**config.mk**
```make
export PLATFORM = sky130hd
export DESIGN_NAME = asp_irq_ctrl
export DESIGN_NICKNAME = d
export VERILOG_FILES = /design/src/rtl/ofs_asp_pkg.sv /design/src/rtl/asp_irq_rr_arbiter.sv /design/src/rtl/asp_irq_ctrl.sv
export SDC_FILE = /design/constraint.sdc
export NUM_CORES = 1
export LEC_CHECK = 0
export CAP_MARGIN = 20
export CORE_UTILIZATION = 25
export CTS_BUF_LIST = sky130_fd_sc_hd__clkbuf_8
export CTS_CLUSTER_SIZE = 10
export DETAILED_ROUTE_END_ITERATION = 8
export PLACE_DENSITY = 0.69
export SYNTH_ARGS = -nofsm -noshare
export SYNTH_HDL_FRONTEND = slang
export SYNTH_SLANG_ARGS = --single-unit
```
**constraint.sdc**
```tcl
create_clock -name clk -period 2.85 [get_ports clk]
set_input_delay 0.7125 -clock clk [delete_from_list [all_inputs] [get_ports clk]]
set_output_delay 0.7125 -clock clk [all_outputs]
set_load 0.02 [all_outputs]
```
**src/rtl/ofs_asp_pkg.sv**
```systemverilog
// ofs_asp_pkg: shared ASP interrupt constants, CSR offsets and interrupt FSM states.
package ofs_asp_pkg;
  localparam int ASP_NUM_INTERRUPT_LINES = 4;
  localparam int ASP_NUM_IRQ_USED = 3;
  localparam int ASP_DMA_0_IRQ = 0;
  localparam int ASP_KERNEL_IRQ = 1;
  localparam int ASP_DMA_1_IRQ = 2;
  localparam logic [2:0] ASP_IRQ_CSR_PENDING = 3'd0;
  localparam logic [2:0] ASP_IRQ_CSR_ENABLE = 3'd1;
  localparam logic [2:0] ASP_IRQ_CSR_ACTIVE = 3'd2;
  localparam logic [2:0] ASP_IRQ_CSR_COUNT = 3'd3;
  typedef enum logic [1:0] {ASP_IRQ_IDLE, ASP_IRQ_REQ, ASP_IRQ_WAIT_CLR} asp_irq_state_e;
endpackage

```
**src/rtl/asp_irq_rr_arbiter.sv**
```systemverilog
// asp_irq_rr_arbiter: combinational round-robin pick of the first request at or after the pointer.
module asp_irq_rr_arbiter #(
  parameter int N = 4,
  parameter int W = 2
) (
  input  logic [N-1:0] i_req,
  input  logic [W-1:0] i_ptr,
  output logic [W-1:0] o_idx,
  output logic         o_valid
);
  logic [N-1:0] w_rot;
  logic [W:0]   w_off;
  logic [W:0]   w_sum;
  // rotate so the pointer position lands at bit 0, then take the lowest set bit
  assign w_rot = N'({i_req, i_req} >> i_ptr);
  always_comb begin
    w_off = '0;
    for (int k = N - 1; k >= 0; k--) if (w_rot[k]) w_off = (W+1)'(k);
  end
  assign w_sum   = {1'b0, i_ptr} + w_off;
  assign o_idx   = w_sum >= (W+1)'(N) ? W'(w_sum - (W+1)'(N)) : w_sum[W-1:0];
  assign o_valid = |i_req;
endmodule

```
**src/rtl/asp_irq_ctrl.sv**
```systemverilog
// asp_irq_ctrl: sticky edge-triggered interrupt collector with CSR access and one-at-a-time host request.
// Optional ack counter at COUNT is built only when ASP_IRQ_CTRL_COUNTERS_EN is defined.
module asp_irq_ctrl
  import ofs_asp_pkg::*;
#(
  parameter int NUM_LINES = ASP_NUM_INTERRUPT_LINES,
  parameter int NUM_USED  = ASP_NUM_IRQ_USED
) (
  input  logic                 clk,
  input  logic                 reset,
  input  logic [NUM_LINES-1:0] irq_in,
  input  logic [2:0]           csr_address,
  input  logic                 csr_read,
  input  logic                 csr_write,
  input  logic [63:0]          csr_writedata,
  input  logic [7:0]           csr_byteenable,
  output logic [63:0]          csr_readdata,
  output logic                 csr_readdatavalid,
  output logic                 csr_waitrequest,
  output logic                 intr_req,
  output logic [1:0]           intr_id,
  input  logic                 intr_ack
);
  localparam logic [NUM_LINES-1:0] USED = NUM_LINES'((1 << NUM_USED) - 1);
  asp_irq_state_e       r_st, w_st_nxt;
  logic [NUM_LINES-1:0] r_irq, r_irq_d, r_pend, r_en;
  logic [NUM_LINES-1:0] w_rise, w_clr, w_act, w_id_oh;
  logic [1:0]           r_ptr, r_id, w_idx;
  logic [3:0]           w_inc;
  logic                 w_wr, w_ack, w_sel_valid, r_rdv;
  logic [31:0]          w_cnt;
  logic [63:0]          r_rdata, w_rdata;
  logic                 w_unused;
  assign w_unused = ^{csr_writedata, csr_byteenable[7:1]};
  assign w_wr     = csr_write & csr_byteenable[0];
  assign w_rise   = r_irq & ~r_irq_d;
  assign w_clr    = (w_wr && csr_address == ASP_IRQ_CSR_PENDING) ? csr_writedata[NUM_LINES-1:0] : '0;
  assign w_act    = r_pend & r_en;
  assign w_ack    = intr_ack && r_st == ASP_IRQ_REQ;
  assign w_id_oh  = NUM_LINES'(1) << r_id;
  assign w_inc    = 4'(r_id) + 4'd1;
  assign w_rdata  = csr_address == ASP_IRQ_CSR_PENDING ? 64'(r_pend) :
                    csr_address == ASP_IRQ_CSR_ENABLE  ? 64'(r_en)   :
                    csr_address == ASP_IRQ_CSR_ACTIVE  ? 64'(w_act)  :
                    csr_address == ASP_IRQ_CSR_COUNT   ? 64'(w_cnt)  : 64'd0;
  asp_irq_rr_arbiter #(.N(NUM_LINES), .W(2)) u_arb (
    .i_req  (w_act),
    .i_ptr  (r_ptr),
    .o_idx  (w_idx),
    .o_valid(w_sel_valid)
  );
  always_ff @(posedge clk) begin
    if (reset) r_st <= ASP_IRQ_IDLE;
    else r_st <= w_st_nxt;
  end
  // WAIT_CLR holds off any new request until the signalled line is cleared or masked
  always_comb begin
    w_st_nxt = r_st == ASP_IRQ_IDLE ? (w_sel_valid ? ASP_IRQ_REQ : ASP_IRQ_IDLE) :
               r_st == ASP_IRQ_REQ  ? (intr_ack ? ASP_IRQ_WAIT_CLR : ASP_IRQ_REQ) :
               (|(w_act & w_id_oh) ? ASP_IRQ_WAIT_CLR : ASP_IRQ_IDLE);
  end
  always_comb begin
    intr_req = r_st == ASP_IRQ_REQ;
    intr_id  = r_id;
  end
  always_ff @(posedge clk) begin
    if (reset) begin
      r_irq   <= '0;
      r_irq_d <= '0;
      r_pend  <= '0;
      r_en    <= '0;
      r_ptr   <= '0;
      r_id    <= '0;
      r_rdata <= '0;
      r_rdv   <= 1'b0;
    end else begin
      r_irq   <= irq_in & USED;
      r_irq_d <= r_irq;
      r_pend  <= (r_pend & ~w_clr) | w_rise;
      if (w_wr && csr_address == ASP_IRQ_CSR_ENABLE) r_en <= csr_writedata[NUM_LINES-1:0] & USED;
      if (r_st == ASP_IRQ_IDLE && w_sel_valid) r_id <= w_idx;
      if (w_ack) r_ptr <= w_inc >= 4'(NUM_USED) ? 2'd0 : w_inc[1:0];
      r_rdv <= csr_read;
      if (csr_read) r_rdata <= w_rdata;
    end
  end
`ifdef ASP_IRQ_CTRL_COUNTERS_EN
  logic [31:0] r_cnt;
  always_ff @(posedge clk) begin
    if (reset) r_cnt <= '0;
    else if (w_wr && csr_address == ASP_IRQ_CSR_COUNT) r_cnt <= '0;
    else if (w_ack && ~&r_cnt) r_cnt <= r_cnt + 32'd1;
  end
  assign w_cnt = r_cnt;
`else
  assign w_cnt = '0;
`endif
  assign csr_readdata      = r_rdata;
  assign csr_readdatavalid = r_rdv;
  assign csr_waitrequest   = 1'b0;
endmodule

```
==> metrics.md, run 1 <==
| Metric | Value |
|---|---|
| Switching Fraction | 26.8% |
| Area of the mapped netlist | 1590 um^2 |
| Clk slew on worst S/H paths | 80 ps |
| HPWL Detailed | 2.00 mm |
| Portion of total power attributed to combinational logic | 16.1% |
| Initial detailed-routing violation count | 23 |
| Postcts setup bufs | 0 |
| Grt met3 use | 1.44% |
| Largest net degree at the start of global routing | 19 |
| Antenna diode instance count | 0 |
| Detailed-router iteration count before antenna repair | 4 |
| I/O pin cnt | 153 |
| Data required time of the worst path | 2140 ps |
| Data arrival time of the critical path | approximately 1600 ps |
| Final RePlAce weighted congestion | 0.788 |
| Footprint of the multi-input gates | between 800 and 900 um^2 |
| Layer carrying the most global-route usage | met2 |
| Crit path launch type | flip-flop |
| Maximum clock frequency | 435 MHz |
| Number of clock sinks | 24 |
| Master cell of the clock root buffer | sky130_fd_sc_hd__clkbuf_8 |
| Global-route met2 utilization | 14.9% |
| Synthesis warning total | 0 |
| Status | completed |
| Number of CTS-inserted buffers | 3 |
| Worst-Margin Slew | slightly below 600 ps |
| Fraction of layout instances using a drive strength above 1 | 4.27% |
| Via/cell ratio | ~4.0 |
| Clock insertion delay at the later pin of the skew report | ~260 ps |
| All-Layer GR Usage | 8.46% |
| Vias in the first global route | 1,011 |
| DRC viols | 0 |
| Final setup TNS | 0 ps |
| Power per cell area | 446 nW/um^2 |
| Post-route non-filler standard cell count | 286 |
| Fraction of the cycle the final worst path needs | 80.6% |
| Register area share after synthesis | 30.3% |
| Most common library cell in the layout ignoring fill and taps | sky130_fd_sc_hd__conb_1 |
| Net switching power | around 0.21 mW |
| Count of antenna-violating nets left after detailed routing | 0 |
| Met1 layer usage reported by global route | 10.0% |
| Area Growth Syn to Fin | 8.43% |
| Count of placed standard cells including taps | 282 |
| Final Hold Viols | 0 |
| Category of the most critical setup path | reg2out |
| Initial core utilization | a little over a quarter |
| Die area | ~6700 um^2 |
| Die X | around 82 um |
| Area contributors post-synth | sky130_fd_sc_hd__dfxtp_1 (30%), sky130_fd_sc_hd__buf_4 (29%), sky130_fd_sc_hd__nor2b_1 (3.5%), sky130_fd_sc_hd__a21oi_1 (3.5%), sky130_fd_sc_hd__mux2i_1 (2.5%) |
| Area share of the largest cell type after synthesis | a little under a third |
| Clk network pwr share | 37.8% |
| Stage delay of the slowest cell on the critical path | 670 ps |
| Max-slew violation count | 0 |
| Number of violations of the max-capacitance limit | 0 |
| Post-CTS Resized | 0 |
| Crit path cell chain | nor2b_1 > clkdlybuf4s50_1 |
| Nets | 297 |
| Die Span Y | 81.7 um |
| Slowest stage cell, crit path | sky130_fd_sc_hd__clkdlybuf4s50_1 |
| Number of buffers added on ports | 23 |
| Internal power contribution | 0.563 mW |
| Antenna violations before repair | 0 |
| Shortest clock period the worst path allows after layout | 2300 ps |
| Total gr overflow | 0 |
| Leading cell types in the layout, fill and taps excluded | sky130_fd_sc_hd__conb_1 (61), sky130_fd_sc_hd__dfxtp_1 (24), sky130_fd_sc_hd__clkdlybuf4s50_1 (23), sky130_fd_sc_hd__a21oi_1 (11), sky130_fd_sc_hd__nand2_1 (10) |
| FILL cells | approximately 660 |
| Crit-path max FO | 4 |
| CTS tree | done |
| Hold_buf cts | 0 |
| Vias post-DR | 1,132 |
| Core ar. | 6030 um^2 |
| Wire per inst | 9.19 um |
| Flop and latch count out of synthesis | 24 |
| Peak supply drop | 213 uV |
| Register cell area after layout | between 400 and 500 um^2 |
| Max-slew headroom at the worst pin | 60.9% |
| Critical path's top delay family | buffers and inverters |
| Critical path capture point type | output pin |
| Yosys cell types | 38 |
| Crit path buffers/inverters | 1 |
| Synthesized area per cell | 8.36 um^2 |
| Cell taking the most area after synthesis | sky130_fd_sc_hd__dfxtp_1 |
| # H-tree levels | 1 |
| # setup viols final | 0 |
| Share of power burned in registers | 46.1% |
| Overall routed net length | 2.63 mm |
| Post-Synthesis Cells | 190 |
| FP Rows | 28 |
| P_leak | between 0.7 and 0.8 nW |
| Unrepaired setup endpoints after global routing | false |
| Worst-case clock skew | 1.83 ps |
| Worst-case clock buffer depth | 2 |
| Global-route wire length before repair | 4.46 mm |
| Path category of the worst min-delay check | reg2reg |
==> worst reg2reg max path, stage by stage, from the launching register on <==
cell and delay, ps:
sky130_fd_sc_hd__dfxtp_1 460, sky130_fd_sc_hd__nand2_1 160, sky130_fd_sc_hd__o211ai_1 210, sky130_fd_sc_hd__nand2_1 80
sky130_fd_sc_hd__a22o_1 240, sky130_fd_sc_hd__ha_1 200, sky130_fd_sc_hd__or3_1 390, sky130_fd_sc_hd__o211ai_2 130
==> power by group through the flow <==
stage | sequential [mW] | combinational, mW | clock (mW)
after floorplan | 0.357 | 0.162 | 0
after global placement | 0.361 | 0.122 | 0
after detailed placement | 0.362 | 0.122 | 0
after CTS | 0.354 | 0.123 | 0.300
after global routing | 0.356 | 0.137 | 0.323
final | 0.354 | 0.124 | 0.291
==> layout make-up <==
type / count / share of cell area, %
well taps: 75 / 5.45
clock inverters: 1 / 1.74
multi-input cells: 154 / 47.6
inverters: 5 / 1.09
clock buffers: 3 / 2.40
repair buffers: 24 / 13.8
flip-flops and latches: 24 / 27.9
==> state kept, by name (all words and copies together), names as in the netlist <==
signal	flops
csr_readdata	4
r_st	2
r_en	3
r_irq_d	3
r_irq	3
r_ptr	2
csr_readdatavalid	1
r_pend	4
intr_id	2
==> cells by family (layout without fill, tap and decap cells) <==
| family | Yosys count | after routing | synth area share (%) |
|---|---|---|---|
| buffers and inverters | 72 | 33 | 32.3 |
| AND/OR/NAND/NOR | 55 | 55 | 19.4 |
| AO/OA/AOI/OAI | 33 | 33 | 14.5 |
| flip-flops | 24 | 24 | 30.3 |
| multiplexers | 4 | 4 | 2.52 |
| adder cells (fa/ha/maj) | 1 | 1 | 0.788 |
| other | 1 | 61 | 0.236 |
==> stage by stage <==
| stage | setup WS, ps | hold slack, ps | utilization (%) | instance area, um^2 | total power, mW |
|---|---|---|---|---|---|
| 4_1_cts | 542 | 465 | 28.6 | 1720 | 0.777 |
| 2_1_floorplan | 1160 | 439 | - | 1810 | 0.519 |
| 5_1_grt | 451 | 485 | 28.6 | 1720 | 0.815 |
| 3_3_place_gp | 533 | 452 | 27.4 | 1650 | 0.483 |
| 3_5_place_dp | 497 | 453 | 27.4 | 1650 | 0.484 |
| 6_report | 553 | 462 | 28.6 | 1720 | 0.768 |
==> Yosys cell counts (all sizes together) <==
master and count:
or3 2, nor2b 9, nand4 1, a32oi 1, a21boi 4, ha 1, nand3 4, o21ai 7
nand3b 2, dfxtp 24, buf 65, nor3b 2, nand2 10, a22o 2, nor2 9, and2 3
mux2i 4, nand2b 6, and3b 1, a22oi 1, o221a 1, nor3 1, inv 5, or2b 2
a211oi 2, nand4b 2, a21oi 11, a211o 1, o21a 1, conb 1, clkbuf 2, o211ai 2
or4 1
==> path summary, 6_finish.rpt <==
path	slack [ps]	from	cells past startpoint	to
worst max register to register	900	r_pend[1]	7	intr_id[1]
worst min-delay path	460	r_irq[0]	2	r_pend[0]
worst min register to register	460	r_irq[0]	2	r_pend[0]
worst max-delay path	550	r_st[0]	2	intr_req
==> routing by layer <==
layer / up-vias / part of all wire (%)
li1: 554 / -
met1: 509 / 43
met2: 63 / 50
met3: 6 / 5.3
met4: 0 / 1.8
met5: - / 0
(Power assumes the default switching activity.)
==> run 2: changes to the inputs <==
PLACE_DENSITY = 0.72   (was 0.69)
clock period = 2.1 ns   (was 2.85 ns; I/O delays follow)
==> run 2 against run 1 <==
  * Total power increased by 25%
  * Design area fell by 0.15%
  * Die area stayed put
  * Worst hold slack barely moved
  * Via count decreased by 1.8%
  * Critical path depth is 1 lower
  * Sequential power is 36% higher
  * Count of clock-buffer cells in the layout grew 1
  * Clock power rose by 5%
  * Register-to-register slack lost 660 ps
==> metrics.md, run 2 (same netlist as run 1, synthesis figures left out) <==
| Metric | Value |
|---|---|
| Status | completed |
| Number of buffers added on ports | 23 (unchanged) |
| Worst hold path stage count | 2 (unchanged) |
| Core ar. | 6030 um^2 (unchanged) |
| Overall routed net length | 2.51 mm (-4.3%) |
| Critical path depth in cells | 1 (-1) |
| Via/cell ratio | 3.86 (-2.4%) |
| Crit path launch type | flip-flop |
| Fraction of layout instances using a drive strength above 1 | 5.16% (+0.90 points) |
| Peak supply drop | 346 uV (+62%) |
| Total gr overflow | 0 (unchanged) |
| Leading cell types in the layout, fill and taps excluded | sky130_fd_sc_hd__conb_1 (61), sky130_fd_sc_hd__dfxtp_1 (24), sky130_fd_sc_hd__clkdlybuf4s50_1 (22), sky130_fd_sc_hd__a21oi_1 (11), sky130_fd_sc_hd__nand2_1 (10) |
| Category of the most critical setup path | reg2out |
| FP Rows | 28 (unchanged) |
| Initial detailed-routing violation count | 19 (-17%) |
| Nets | 299 (+0.67%) |
| Register cell area after layout | 480 um^2 (unchanged) |
| Final Core Density | 28.5% (-0.041 points) |
| DRC viols | 0 (unchanged) |
| Maximum clock frequency | 531 MHz |
| Crit path cell chain | clkdlybuf4s50_1 |
| Clk slew on worst S/H paths | 80 ps (about the same) |
| Antenna diode instance count | 0 (unchanged) |
| Number of CTS-inserted buffers | 3 (unchanged) |
| Length in cells of the worst reg-to-reg path | 7 (unchanged) |
| Area Growth Syn to Fin | 8.27% |
| HPWL Detailed | 1.98 mm (-0.83%) |
| Unrepaired setup endpoints after global routing | false |
| Global-route wire length before repair | 4.05 mm (-9.3%) |
| Fraction of the cycle the final worst path needs | 89.6% |
| P_leak | 0.735 nW (+1.1%) |
| Destination of the worst register-to-register timing path | intr_id[1] |
| Vias in the first global route | 903 (-11%) |
| Stage delay of the slowest cell on the critical path | 650 ps (-20 ps) |
| Worst-case clock skew | 1.85 ps (+0.0171 ps) |
| FILL cells | 656 (-0.91%) |
| All-Layer GR Usage | 7.65% (-0.82 points) |
| Clock insertion delay at the later pin of the skew report | 260 ps (about the same) |
| Die X | 81.7 um (unchanged) |
| Vias post-DR | 1,112 (-1.8%) |
| Final setup TNS | 0 ps (unchanged) |
| Worst-case clock buffer depth | 2 (unchanged) |
| Crit-path max FO | 7 (+3) |
| Final RePlAce weighted congestion | 0.789 (+0.13%) |
| Max-slew violation count | 0 (unchanged) |
| Hold_buf cts | 0 (unchanged) |
| # setup viols final | 0 (unchanged) |
| Die area | 6670 um^2 (unchanged) |
| Number of violations of the max-capacitance limit | 0 (unchanged) |
| Crit path buffers/inverters | 1 (unchanged) |
| Master cell of the clock root buffer | sky130_fd_sc_hd__clkbuf_8 |
| Power per cell area | 557 nW/um^2 (+25%) |
| Count of antenna-violating nets left after detailed routing | 0 (unchanged) |
| Reg2reg start | r_pend[1] |
| Final Hold Viols | 0 (unchanged) |
| Final setup margin | 218 ps (-335 ps) |
| Data arrival time of the critical path | 1360 ps (-220 ps) |
| Shortest clock period the worst path allows after layout | 1880 ps |
| Slowest stage cell, crit path | sky130_fd_sc_hd__clkdlybuf4s50_1 |
| Most common library cell in the layout ignoring fill and taps | sky130_fd_sc_hd__conb_1 |
| Critical path's top delay family | buffers and inverters |
| Startpoint of the tightest hold check path | csr_readdata[2] |
| Detailed-router iteration count before antenna repair | 3 (-1) |
| Wire per inst | 8.73 um (-5.0%) |
| Data required time of the worst path | 1570 ps (-570 ps) |
| Path category of the worst min-delay check | reg2reg |
| Critical path capture point type | output pin |
| CTS tree | done |
| Antenna violations before repair | 0 (unchanged) |
| Dpl ws | 132 ps (-365 ps) |
| Worst min-delay path endpoint | csr_readdata[2] |
| Number of clock sinks | 24 (unchanged) |
| I/O pin cnt | 153 (unchanged) |
| Setup slack on the worst flop-to-flop path | 240 ps (-660 ps) |
| Initial core utilization | 26.3% (unchanged) |
| Footprint of the multi-input gates | 820 um^2 (unchanged) |
| # H-tree levels | 1 (unchanged) |
| Largest net degree at the start of global routing | 24 (+5) |
| Die Span Y | 81.7 um (unchanged) |
-- run 2: cell type report --
class,count,share of cell area (%)
Clock buffer,4,3.20
Inverter,5,1.09
Multi-Input combinational cell,154,47.7
Sequential cell,24,27.9
Tap cell,75,5.46
Timing Repair Buffer,26,14.6
-- run 2: worst max-delay path by stage --
stage,from,end
finish,intr_id[1],intr_id[1]
global route,r_pend[1],intr_id[1]
CTS,intr_id[1],intr_id[1]
detailed placement,csr_address[1],r_pend[1]
global placement,csr_address[1],r_pend[2]
floorplan,r_pend[1],intr_id[1]
-- run 2: report_power, final --
group          internal (mW)  switching (mW)  leakage (nW)
Clock                  0.167           0.140        0.0288
Sequential             0.467          0.0144         0.196
Combinational         0.0441           0.126         0.510
Total                  0.678           0.280         0.735
-- run 2: through the flow --
step / cell area (um^2) / power, mW / hold slack, ps / instances
2_1_floorplan: 1810 / 0.704 / 439 / 250
3_3_place_gp: 1670 / 0.657 / 450 / 284
3_5_place_dp: 1670 / 0.660 / 454 / 284
4_1_cts: 1720 / 0.968 / 465 / 288
5_1_grt: 1720 / 1.01 / 482 / 288
6_report: 1720 / 0.958 / 463 / 288
-- run 2: layer usage --
metal	track usage (%)	routed length (um)
met1	9.54	1140
met2	12.9	1220
met3	2.00	145
met4	2.11	13
met5	0	0
-- run 2: repair_timing --
action	4_1_cts	5_1_grt
setup endpoints to repair	1	0
buffers inserted	0	0
resized for setup	1	0
